==> config.mk <==
export PLATFORM = sky130hd
export DESIGN_NAME = uart_tx_arb_flat
export DESIGN_NICKNAME = d
export VERILOG_FILES = /design/src/rtl/uart_tx_arb_if.sv /design/src/rtl/uart_tx_arb.sv /design/src/flat_wrapper.sv
export SDC_FILE = /design/constraint.sdc
export NUM_CORES = 1
export LEC_CHECK = 0
export BUFFER_PORTS_ARGS = -buffer_cell sky130_fd_sc_hd__buf_4
export CELL_PAD_IN_SITES_DETAIL_PLACEMENT = 0
export CELL_PAD_IN_SITES_GLOBAL_PLACEMENT = 1
export CORE_MARGIN = 8
export CORE_UTILIZATION = 39
export DETAILED_ROUTE_END_ITERATION = 6
export GPL_ROUTABILITY_DRIVEN = 0
export GPL_TIMING_DRIVEN = 0
export HOLD_SLACK_MARGIN = 0.03
export PLACE_DENSITY = 0.94
export SYNTH_ARGS = -nofsm -noshare
export SYNTH_HDL_FRONTEND = slang
export SYNTH_SLANG_ARGS = --single-unit
==> constraint.sdc <==
create_clock -name clk -period 4.5 [get_ports clk]
set_input_delay 0.675 -clock clk [delete_from_list [all_inputs] [get_ports clk]]
set_output_delay 0.675 -clock clk [all_outputs]
set_load 0.01 [all_outputs]
==> src/rtl/uart_tx_arb_if.sv <==
// Signal bundle between uart_tx_arb, its byte requesters and the UART transmitter.
// master = arbiter side; slave = requesters plus transmitter.
interface uart_tx_arb_if #(
  parameter int NUM_REQ = 4
);
  // Handshake: byte i transfers on a rising clk edge where req_valid[i] && req_ready[i].
  // req_ready may depend combinationally on req_valid; req_valid/req_data/req_last must
  // never depend on req_ready, and a transfer is only counted while rst is low.
  logic [NUM_REQ-1:0]         req_valid;
  logic [8*NUM_REQ-1:0]       req_data;
  logic [NUM_REQ-1:0]         req_last;
  logic [NUM_REQ-1:0]         req_ready;
  logic [7:0]                 tx_data;
  logic                       tx_start;
  logic                       tx_busy;
  logic [$clog2(NUM_REQ)-1:0] grant_id;
  logic                       active;
  logic                       err_timeout;
  logic [2:0]                 dbg_state;

  modport master (
    input  req_valid, req_data, req_last, tx_busy,
    output req_ready, tx_data, tx_start, grant_id, active, err_timeout, dbg_state
  );

  modport slave (
    output req_valid, req_data, req_last, tx_busy,
    input  req_ready, tx_data, tx_start, grant_id, active, err_timeout, dbg_state
  );
endinterface

==> src/rtl/uart_tx_arb.sv <==
// Round-robin, packet-locking arbiter that feeds bytes from NUM_REQ requesters into one UART transmitter.
// dbg_state encoding: 0 ARB, 1 START, 2 WAIT_BUSY, 3 WAIT_DONE, 4 GAP.
module uart_tx_arb #(
  parameter int NUM_REQ      = 4,
  parameter int GAP_CYCLES   = 2,
  parameter int BUSY_TIMEOUT = 16
) (
  input  logic          clk,
  input  logic          rst,
  uart_tx_arb_if.master bus
);
  localparam int IDW     = $clog2(NUM_REQ);
  localparam int CNT_MAX = (BUSY_TIMEOUT > GAP_CYCLES) ? BUSY_TIMEOUT : GAP_CYCLES;
  localparam int CW      = $clog2(CNT_MAX + 1);

  typedef enum logic [2:0] {
    S_ARB       = 3'd0,
    S_START     = 3'd1,
    S_WAIT_BUSY = 3'd2,
    S_WAIT_DONE = 3'd3,
    S_GAP       = 3'd4
  } state_t;

  state_t         r_state;
  state_t         w_state_nxt;
  logic [IDW-1:0] r_rr_ptr;
  logic [IDW-1:0] r_lock_id;
  logic [IDW-1:0] r_grant_id;
  logic           r_lock;
  logic [7:0]     r_tx_data;
  logic           r_err_timeout;
  logic [CW-1:0]  r_cnt;
  logic           w_found;
  logic [IDW-1:0] w_sel;
  int             w_idx;
  logic           w_busy_to;
  logic           w_gap_done;
  logic           w_accept;

  function automatic logic [IDW-1:0] next_id(input logic [IDW-1:0] id);
    return (32'(id) == NUM_REQ - 1) ? '0 : id + 1'b1;
  endfunction

  // Under lock only the packet owner is eligible; otherwise the lowest offset from rr_ptr wins.
  always_comb begin
    w_found = 1'b0;
    w_sel   = r_rr_ptr;
    w_idx   = 0;
    if (r_lock) begin
      w_found = bus.req_valid[r_lock_id];
      w_sel   = r_lock_id;
    end else begin
      for (int k = NUM_REQ - 1; k >= 0; k--) begin
        w_idx = (int'(r_rr_ptr) + k) % NUM_REQ;
        if (bus.req_valid[w_idx]) begin
          w_found = 1'b1;
          w_sel   = IDW'(w_idx);
        end
      end
    end
  end

  assign w_busy_to  = (32'(r_cnt) + 32'd1 >= 32'(BUSY_TIMEOUT));
  assign w_gap_done = (32'(r_cnt) + 32'd1 >= 32'(GAP_CYCLES));
  assign w_accept   = (r_state == S_ARB) && w_found;

  always_ff @(posedge clk or posedge rst) begin
    if (rst) r_state <= S_ARB;
    else     r_state <= w_state_nxt;
  end

  always_comb begin
    w_state_nxt = r_state;
    case (r_state)
      S_ARB:       if (w_found) w_state_nxt = S_START;
      S_START:     w_state_nxt = S_WAIT_BUSY;
      S_WAIT_BUSY: begin
        if (bus.tx_busy)    w_state_nxt = S_WAIT_DONE;
        else if (w_busy_to) w_state_nxt = S_GAP;
      end
      S_WAIT_DONE: if (!bus.tx_busy) w_state_nxt = S_GAP;
      S_GAP:       if (w_gap_done) w_state_nxt = S_ARB;
      default:     w_state_nxt = S_ARB;
    endcase
  end

  always_comb begin
    bus.req_ready = '0;
    if (w_accept && !rst) bus.req_ready[w_sel] = 1'b1;
    bus.tx_start  = (r_state == S_START);
    bus.active    = (r_state != S_ARB);
  end

  // The counter restarts on every state change, so it times both WAIT_BUSY and GAP.
  always_ff @(posedge clk or posedge rst) begin
    if (rst) begin
      r_cnt         <= '0;
      r_tx_data     <= '0;
      r_grant_id    <= '0;
      r_rr_ptr      <= '0;
      r_lock        <= 1'b0;
      r_lock_id     <= '0;
      r_err_timeout <= 1'b0;
    end else begin
      r_err_timeout <= 1'b0;
      if (w_state_nxt != r_state)
        r_cnt <= '0;
      else if (r_state == S_WAIT_BUSY || r_state == S_GAP)
        r_cnt <= r_cnt + 1'b1;
      if (w_accept) begin
        r_tx_data  <= bus.req_data[8*w_sel +: 8];
        r_grant_id <= w_sel;
        r_lock     <= ~bus.req_last[w_sel];
        r_lock_id  <= w_sel;
        if (bus.req_last[w_sel]) r_rr_ptr <= next_id(w_sel);
      end
      if (r_state == S_WAIT_BUSY && !bus.tx_busy && w_busy_to) begin
        r_err_timeout <= 1'b1;
        r_lock        <= 1'b0;
        r_rr_ptr      <= next_id(r_grant_id);
      end
    end
  end

  assign bus.tx_data     = r_tx_data;
  assign bus.grant_id    = r_grant_id;
  assign bus.err_timeout = r_err_timeout;
  assign bus.dbg_state   = r_state;
endmodule

==> src/flat_wrapper.sv <==
// flat-port wrapper written by rule: the top's interface ports become plain ports
module uart_tx_arb_flat 
#(
  parameter int NUM_REQ      = 4,
  parameter int GAP_CYCLES   = 2,
  parameter int BUSY_TIMEOUT = 16
)
  (clk, rst, bus_req_valid, bus_req_data, bus_req_last, bus_tx_busy, bus_req_ready, bus_tx_data, bus_tx_start, bus_grant_id, bus_active, bus_err_timeout, bus_dbg_state);
  uart_tx_arb_if #(.NUM_REQ(NUM_REQ)) bus_i ();
  input  logic clk;
  input  logic rst;
  input wire logic [$bits(bus_i.req_valid)-1:0] bus_req_valid;
  input wire logic [$bits(bus_i.req_data)-1:0] bus_req_data;
  input wire logic [$bits(bus_i.req_last)-1:0] bus_req_last;
  input wire logic [$bits(bus_i.tx_busy)-1:0] bus_tx_busy;
  output wire logic [$bits(bus_i.req_ready)-1:0] bus_req_ready;
  output wire logic [$bits(bus_i.tx_data)-1:0] bus_tx_data;
  output wire logic [$bits(bus_i.tx_start)-1:0] bus_tx_start;
  output wire logic [$bits(bus_i.grant_id)-1:0] bus_grant_id;
  output wire logic [$bits(bus_i.active)-1:0] bus_active;
  output wire logic [$bits(bus_i.err_timeout)-1:0] bus_err_timeout;
  output wire logic [$bits(bus_i.dbg_state)-1:0] bus_dbg_state;
  assign bus_i.req_valid = bus_req_valid;
  assign bus_i.req_data = bus_req_data;
  assign bus_i.req_last = bus_req_last;
  assign bus_i.tx_busy = bus_tx_busy;
  assign bus_req_ready = bus_i.req_ready;
  assign bus_tx_data = bus_i.tx_data;
  assign bus_tx_start = bus_i.tx_start;
  assign bus_grant_id = bus_i.grant_id;
  assign bus_active = bus_i.active;
  assign bus_err_timeout = bus_i.err_timeout;
  assign bus_dbg_state = bus_i.dbg_state;
  uart_tx_arb #(.NUM_REQ(NUM_REQ), .GAP_CYCLES(GAP_CYCLES), .BUSY_TIMEOUT(BUSY_TIMEOUT)) u_core (.clk(clk), .rst(rst), .bus(bus_i));
endmodule
==> impl_metrics.yaml, run 1 <==
outcome:
  status: "finished, final reports clean"
worst_setup_path:
  required_ps: 3830
  critical_path.max_fanout: 11
  cp_slowest_cell: "nor2_4"
  crit_chain: "buf_4, nor3b_2, a2111oi_4, nor2_4, buf_6, inv_1, ha_1, and3_1, buf_4"
  reg2reg_slack_ps: 2290
  critPathMostFrequentCell: "buf_4"
  cp-end-kind: "output pin"
  critPathArrivalTime_ps: 2400
  max_stage_delay_ps: 360
  start_kind: "input pin"
  path_class: "in2out"
yosys:
  synth.top_cells.by_count: "mux2i_1 (27), dfrtp_1 (22), mux2_2 (9), nand3_1 (7)"
  synth_area_mm2: 0.001629
  synthArstFlopShare: 1.000
  synthFlopType: "dfrtp_1"
  netlist_instances: 151
  synth_area_leaders: "dfrtp_1 (34%), mux2i_1 (17%), mux2_2 (6.2%), ha_1 (4.6%), a2111oi_4 (3.4%)"
  ys_ff_latch: 22
  synth.distinct_cells: 50
  postSynthAreaPerCell_um2: 10.79
  ys_seq_area_frac: 0.3379
  synth_edf_count: 0
  synthMostInstantiatedCell: "mux2i_1"
  yosys_warnings: 0
  synth_fp_nets: 200
  yosysTopAreaCell: "dfrtp_1"
  yosysTopAreaCellShare: 0.3379
worst_hold_path:
  min_path_type: "reg2reg"
clocking:
  clkLatencyLatePin_ps: 270
  post_cts_resized: 0
  cts_tree: "built"
  root_buffer: "clkbuf_8"
  ctsHoldBuffers: 0
  h-tree-depth: 1
  cts_setup_buffers: 0
  clock_sink_count: 22
  clk_pin_slew_worst_paths_ps: 80
  cts_inserted_buffers: 3
  clk_path_buf_depth: 2
drt:
  routedWlPerCell_um: 15.44
  ant_nets: 0
  routed_wl_mm: 4.123
  drt_first_pass_iters: 4
  dr_total_vias: 1432
  drc_errors: 0
  drtIter0Drc: 44
  vias_per_cell: 5.363
place:
  dp_slack_ps: 1416
  numPortBuffers: 62
  dp_hpwl_mm: 3.215
timing:
  relSlewSlack: 0.4062
  tns_ps: 0
  rsz0062_at_grt: "no"
  min_period_over_period: 0.6842
  setup_viol: 0
  min_period_ps: 3079
  skew_ps: 7.126
  fmax_mhz: 324.8
  slew_violations: 0
  setup_slack_ps: 1421
  hold_viol: 0
  worst_pin_slew_ps: 889.8
grt:
  track_usage: 0.1268
  grt_max_degree: 27
  overflow: 0
  grt_pass1_wl_mm: 6.672
  first_global_vias: 1452
  antenna_found_initial: 0
final_layout:
  nNetsFinal: 267
  layout.area.seq_um2: 550.5
  multiInputGateArea_mm2: 0.001016
  syn_to_final_growth_pct: 36.79
  fill_cells: 388
  antennaDiodeCount: 0
  drive_gt1_frac: 0.4194
  utilization: 0.5571
power:
  ir_worst_vdd_mv: 0.2932
  p_leak_nw: 1.074
  powerDensity_mw_per_mm2: 624.5
floorplan:
  num_io_pins: 63
  die-height_um: 80.63
  start_util: 0.4073
  die_area_mm2: 0.006501
  rows: 23
  coreArea_mm2: 0.004000
  die_w_um: 80.63
run:
  drv_cap: 0
## layer usage
| layer | global-route usage | share of wire | vias to the layer above |
|---|---|---|---|
| li1 | - | - | 698 |
| met1 | 0.1503 | 0.44 | 689 |
| met2 | 0.2133 | 0.49 | 40 |
| met3 | 0.03683 | 0.062 | 5 |
| met4 | 0.04000 | 0.011 | 0 |
| met5 | 0 | 0 | - |
## critical path, delay by kind of cell
kind,cells,cell delay [ps]
AOI/OAI and AO/OA,1,110
adders and majority gates,1,190
buffers and inverters,4,620
and+or+nand+nor,3,800
## layout by cell type (no fill, tap or decap), types with 2 or more instances in the layout
master      n
or3_1       2
or2_2       2
o21ai_1     2
a41o_1      2
clkbuf_8    3
and2_1      3
o21ai_0     3
mux2i_1    27
buf_4      63
a21oi_1     2
ha_1        6
mux2_2      9
and3_1      4
inv_1       6
a2111oi_4   2
nand3_1     7
nor3_1      2
nand2_1     6
nor2_1      6
inv_2       2
buf_2       2
a31oi_1     2
a22o_1      2
xnor2_1     2
a211oi_1    2
dfrtp_1    22
## worst paths after layout
| check | start | end | cells past startpoint |
|---|---|---|---|
| worst min register to register | u_core.bus.tx_data[7] | u_core.bus.tx_data[7] | 1 |
| worst max register to register | u_core.r_rr_ptr[1] | u_core.r_rr_ptr[1] | 7 |
| worst max-delay path | bus_req_valid[1] | bus_req_ready[0] | 9 |
| max in group asynchronous | rst | u_core.bus.tx_data[7] | 2 |
| min in group asynchronous | rst | u_core.r_cnt[4] | 2 |
| worst min-delay path | u_core.bus.tx_data[7] | u_core.bus.tx_data[7] | 1 |
## registers in the layout, summed over array words and instances, names as in the netlist
name and count:
u_core.bus.tx_data 8, u_core.r_cnt 5, u_core.bus.dbg_state 3, u_core.r_lock_id 2, u_core.r_rr_ptr 2, u_core.bus.err_timeout 1, u_core.r_lock 1
## stage by stage
step	cell area (um^2)	hold WS (ps)	power, mW	cells
after floorplan	1629	470.1	0.9468	151
after global placement	2157	491.0	1.205	263
after detailed placement	2157	498.1	1.219	263
after CTS	2228	516.5	1.409	267
after global routing	2228	529.6	1.497	267
final	2228	511.2	1.392	267
## where the power goes
| part | total [mW] | switching (mW) | leakage, nW | internal, mW |
|---|---|---|---|---|
| sequential | 0.360 | 0.0842 | 0.273 | 0.275 |
| clock | 0.184 | 0.0656 | 0.0357 | 0.119 |
| combinational | 0.848 | 0.415 | 0.765 | 0.432 |
## kinds of logic after synthesis
| group | count (synthesis) | synth area share |
|---|---|---|
| flip-flops | 22 | 0.3379 |
| adder cells (fa/ha/maj) | 6 | 0.04608 |
| XOR/XNOR | 2 | 0.01075 |
| buffers and inverters | 13 | 0.03840 |
| multiplexers | 37 | 0.2419 |
| AO/OA/AOI/OAI | 30 | 0.1813 |
| AND/OR/NAND/NOR | 41 | 0.1436 |
## final cells by class
| type | count | share of cell area |
|---|---|---|
| multi-input cells | 116 | 0.4559 |
| flip-flops and latches | 22 | 0.2471 |
| repair buffers | 62 | 0.2089 |
| well taps | 50 | 0.02807 |
| clock buffers | 3 | 0.01853 |
| plain buffers | 5 | 0.01460 |
| clock inverters | 1 | 0.01348 |
| inverters | 8 | 0.01348 |
Note: power is estimated with default switching activity, not from simulation.
==> run 2, diff against run 1 <==
--- a/config.mk
+++ b/config.mk
@@ -9,12 +9,12 @@
 export CELL_PAD_IN_SITES_DETAIL_PLACEMENT = 0
 export CELL_PAD_IN_SITES_GLOBAL_PLACEMENT = 1
 export CORE_MARGIN = 8
-export CORE_UTILIZATION = 39
+export CORE_UTILIZATION = 37
 export DETAILED_ROUTE_END_ITERATION = 6
 export GPL_ROUTABILITY_DRIVEN = 0
 export GPL_TIMING_DRIVEN = 0
 export HOLD_SLACK_MARGIN = 0.03
-export PLACE_DENSITY = 0.94
+export PLACE_DENSITY = 0.9
 export SYNTH_ARGS = -nofsm -noshare
 export SYNTH_HDL_FRONTEND = slang
 export SYNTH_SLANG_ARGS = --single-unit
==> constraint.sdc (replaced) <==
create_clock -name clk -period 3.2 [get_ports clk]
set_input_delay 0.48 -clock clk [delete_from_list [all_inputs] [get_ports clk]]
set_output_delay 0.48 -clock clk [all_outputs]
set_load 0.01 [all_outputs]
==> run 2 against run 1 <==
Clock power grew 10%. Global-route usage shrank 0.089 points. Total power rose by 37%. Non-clock buffer count unchanged. Setup slack got worse by 1000 ps. Via count down 0.63%. Final area is 0.62% lower. Cell count up 0.75%. Clock-buffer cell count increased by 1. Die area is 4.3% higher. Combinational power up 42%. Sequential share of layout area increased by 0.15 points. Critical path type is now reg2out. Highest routed layer unchanged.
==> impl_metrics.yaml, run 2 (synthesis gave the netlist of run 1 again) <==
drt:
  drc_errors: 0
  routed_wl_mm: 4.119
  vias_per_cell: 5.290
  drtIter0Drc: 89
  ant_nets: 0
  routedWlPerCell_um: 15.31
  dr_total_vias: 1423
  drt_first_pass_iters: 4
floorplan:
  coreArea_mm2: 0.004294
  die_w_um: 82.36
  rows: 24
  die-height_um: 82.36
  num_io_pins: 63
  start_util: 0.3794
  die_area_mm2: 0.006782
timing:
  fmax_mhz: 356.8
  hold_viol: 0
  relSlewSlack: 0.4085
  tns_ps: 0
  min_period_over_period: 0.8758
  slew_violations: 0
  worst_pin_slew_ps: 886.2
  rsz0062_at_grt: "no"
  setup_viol: 0
  skew_ps: 5.180
  min_period_ps: 2803
clocking:
  post_cts_resized: 0
  clock_sink_count: 22
  ctsHoldBuffers: 0
  cts_setup_buffers: 0
  cts_inserted_buffers: 3
  clk_path_buf_depth: 2
  clkLatencyLatePin_ps: 270
  root_buffer: "clkbuf_8"
  h-tree-depth: 1
  cts_tree: "built"
  clk_pin_slew_worst_paths_ps: 80
final_layout:
  final_area_mm2: 0.002215
  antennaDiodeCount: 0
  largest_register_ffs: 8
  final_common_cell: "buf_4"
  syn_to_final_growth_pct: 35.94
  final_cell_mix: "buf_4 (63), mux2i_1 (27), dfrtp_1 (22), mux2_2 (9), nand3_1 (7)"
  nNetsFinal: 267
  drive_gt1_frac: 0.4194
grt:
  grt_max_degree: 27
  antenna_found_initial: 0
  overflow: 0
  first_global_vias: 1470
  grt_pass1_wl_mm: 6.748
  track_usage: 0.1259
power:
  total_power_mw: 1.903
  ir_worst_vdd_mv: 0.3493
  powerDensity_mw_per_mm2: 859.2
  p_leak_nw: 1.067
worst_setup_path:
  start_kind: "flop"
  critPathArrivalTime_ps: 2320
  reg2reg_depth: 4
  critical_path.max_fanout: 11
  required_ps: 2720
  path_class: "reg2out"
  cp-end-kind: "output pin"
place:
  dp_hpwl_mm: 3.223
  numPortBuffers: 62
  placed_area_mm2: 0.002160
run:
  drv_cap: 0
worst_hold_path:
  min_path_type: "in2async"
outcome:
  status: "finished, final reports clean"
## run 2: final cells by class
cell class                 instances  area [um^2]
clock buffer                       4        55.05
multi-input combinational        116         1016
timing repair buffer              62        465.4
tap                               52        65.06
sequential                        22        550.5
fill                             399         2079
buffer                             5        32.53
inverter                           8        30.03
## run 2: layer usage
| metal | part of all wire | vias to the layer above | GRT usage |
|---|---|---|---|
| li1 | - | 703 | - |
| met1 | 0.41 | 672 | 0.1422 |
| met2 | 0.50 | 44 | 0.2177 |
| met3 | 0.082 | 4 | 0.03680 |
| met4 | 0.011 | 0 | 0.04912 |
| met5 | 0 | - | 0 |
## run 2: metrics by stage
stage                 util  hold slack, ps  std cells  worst slack [ps]
floorplan                -           470.1        151             969.6
CTS                 0.5157           436.3        269             358.7
finish              0.5157           400.7        269             397.3
global route        0.5157           490.5        269             252.4
detailed placement  0.5029           488.3        265             525.1
global placement    0.5029           492.2        265             530.8
## run 2: worst max-delay path: stages (launching register included)
cell and delay (ps):
dfrtp_1 460, nor3b_2 310, a2111oi_4 110, nor2_4 340, buf_6 240, inv_1 90, ha_1 190, and3_1 160
buf_4 140
## run 2: power by group
part           switching (mW)  internal (mW)
clock network          0.0930          0.110
registers               0.115          0.387
logic                   0.588          0.609
## run 2: worst paths after layout
path | slack (ps) | from | to
setup / recovery | 400 | u_core.r_rr_ptr[1] | bus_req_ready[0]
hold / removal | 400 | rst | u_core.r_cnt[4]
setup reg to reg | 1030 | u_core.bus.dbg_state[2] | u_core.bus.tx_data[1]
hold reg to reg | 510 | u_core.bus.tx_data[2] | u_core.bus.tx_data[2]
max in group asynchronous | 2250 | rst | u_core.r_rr_ptr[0]
min in group clk | 500 | bus_tx_busy | u_core.bus.dbg_state[0]
==> run 3, diff against run 2 <==
--- a/config.mk
+++ b/config.mk
@@ -6,10 +6,8 @@
 export NUM_CORES = 1
 export LEC_CHECK = 0
 export BUFFER_PORTS_ARGS = -buffer_cell sky130_fd_sc_hd__buf_4
-export CELL_PAD_IN_SITES_DETAIL_PLACEMENT = 0
-export CELL_PAD_IN_SITES_GLOBAL_PLACEMENT = 1
 export CORE_MARGIN = 8
-export CORE_UTILIZATION = 37
+export CORE_UTILIZATION = 49
 export DETAILED_ROUTE_END_ITERATION = 6
 export GPL_ROUTABILITY_DRIVEN = 0
 export GPL_TIMING_DRIVEN = 0
==> run 3 against run 2 <==
First-iteration DRC count fell by 52%. Global-route usage rose by 3.4 points. Clock-buffer cell count fell by 1. Setup slack got worse by 46 ps. Sequential share of layout area rose by 0.11 points. Fmax fell by 1.6%.
==> impl_metrics.yaml, run 3 (synthesis gave the netlist of run 1 again) <==
outcome:
  status: "finished, final reports clean"
drt:
  highest_layer: "met4"
  drt_first_pass_iters: 4
  vias_per_cell: 5.460
  routed_wl_mm: 4.179
  wl_met2_mm: 2.185
  wl_met3_um: 150
  routedWlPerCell_um: 15.89
  drc_errors: 0
  ant_nets: 0
  dr_total_vias: 1436
  drtIter0Drc: 43
  wl_met1_mm: 1.804
clocking:
  ctsHoldBuffers: 0
  h-tree-depth: 1
  clk_path_buf_depth: 2
  root_buffer: "clkbuf_4"
  clkLatencyLatePin_ps: 310
  post_cts_resized: 0
  clk_pin_slew_worst_paths_ps: 140
  cts_setup_buffers: 0
  clock_sink_count: 22
  cts_tree: "built"
  cts_inserted_buffers: 3
place:
  dp_hpwl_mm: 3.277
  numPortBuffers: 62
final_layout:
  fill_cells: 294
  drive_gt1_frac: 0.4194
  utilization: 0.6767
  syn_to_final_growth_pct: 35.33
  antennaDiodeCount: 0
  layout.area.seq_um2: 550.5
  nNetsFinal: 267
  multiInputGateArea_mm2: 0.001016
  final_common_cell: "buf_4"
  final_cell_mix: "buf_4 (63), mux2i_1 (27), dfrtp_1 (22), mux2_2 (9), nand3_1 (7)"
  largest_register_ffs: 8
grt:
  overflow: 0
  grt_max_degree: 27
  track_usage: 0.1602
  antenna_found_initial: 0
  grt_pass1_wl_mm: 6.941
  first_global_vias: 1433
worst_hold_path:
  min_path_type: "in2async"
floorplan:
  num_io_pins: 63
  die-height_um: 73.66
  rows: 21
  coreArea_mm2: 0.003258
  start_util: 0.5000
  die_area_mm2: 0.005426
  die_w_um: 73.66
run:
  drv_cap: 0
timing:
  skew_ps: 6.435
  hold_slack_ps: 363.6
  setup_viol: 0
  hold_viol: 0
  fmax_mhz: 351.1
  rsz0062_at_grt: "no"
  relSlewSlack: 0.3782
  tns_ps: 0
  slew_violations: 0
  min_period_ps: 2848
  min_period_over_period: 0.8901
  worst_pin_slew_ps: 931.6
worst_setup_path:
  start_kind: "flop"
  cp_slowest_cell: "dfrtp_1"
  crit_chain: "nor3b_2, a2111oi_4, nor2_4, buf_6, inv_1, ha_1, and3_1, buf_4"
  critical_path.max_fanout: 11
  path_class: "reg2out"
  cp-end-kind: "output pin"
  required_ps: 2720
  max_stage_delay_ps: 480
  critPathArrivalTime_ps: 2370
power:
  p_seq_frac: 0.262
  p_leak_nw: 1.066
  total_power_mw: 1.917
  powerDensity_mw_per_mm2: 869.6
  p_sw_frac: 0.4138
  ir_worst_vdd_mv: 0.3962
  p_int_mw: 1.124
  switchingPower_mw: 0.7933
  pwr-share-clk: 0.113
  combPwrFrac: 0.625
-- run 3: cell count changes in the layout (fill, tap and decap cells not counted), sizes merged --
cell	delta
clkbuf	-1
bufinv	+1
-- run 3: through the flow --
step | cell area (um^2) | setup WS (ps) | std cells
after global placement | 2152 | 551.4 | 259
after detailed placement | 2152 | 555.3 | 259
final | 2205 | 351.8 | 263
after CTS | 2205 | 335.1 | 263
after floorplan | 1629 | 969.6 | 151
after global routing | 2205 | 167.6 | 263
-- run 3: critical path, delay by kind of cell (launching register included) --
| family | cells | cell delay [ps] |
|---|---|---|
| simple gates | 3 | 790 |
| flops | 1 | 480 |
| compound gates | 1 | 110 |
| buf+inv | 3 | 460 |
| fa+ha+maj | 1 | 200 |
-- run 3: final cells by class --
cell class / instances / area share
Buffer: 5 / 0.01476
Sequential cell: 22 / 0.2497
Tap cell: 46 / 0.02611
Clock buffer: 3 / 0.01022
Timing Repair Buffer: 62 / 0.2111
Inverter: 8 / 0.01362
Multi-Input combinational cell: 116 / 0.4608
Clock inverter: 1 / 0.01362
-- run 3: worst paths after layout --
kind	startpoint	to	slack (ps)	cells past startpoint
worst min register to register	u_core.bus.tx_data[0]	u_core.bus.tx_data[0]	520	1
worst min-delay path	rst	u_core.r_cnt[2]	360	2
min in group clk	bus_tx_busy	u_core.bus.dbg_state[0]	470	3
worst max register to register	u_core.r_lock	u_core.r_rr_ptr[1]	1000	8
max in group asynchronous	rst	u_core.bus.tx_data[0]	2270	2
worst max-delay path	u_core.r_rr_ptr[1]	bus_req_ready[0]	350	8
-- run 3: layer usage --
metal  vias up  global-route usage
li1        710                   -
met1       686              0.1947
met2        36              0.2815
met3         4             0.01910
met4         0             0.05322
met5         -                   0
-- run 3: power groups by stage --
stage	combinational [mW]	clock, mW	sequential (mW)
detailed placement	1.20	0	0.504
finish	1.20	0.217	0.502
global placement	1.18	0	0.500
floorplan	0.812	0	0.519
CTS	1.21	0.220	0.501
global route	1.31	0.240	0.520
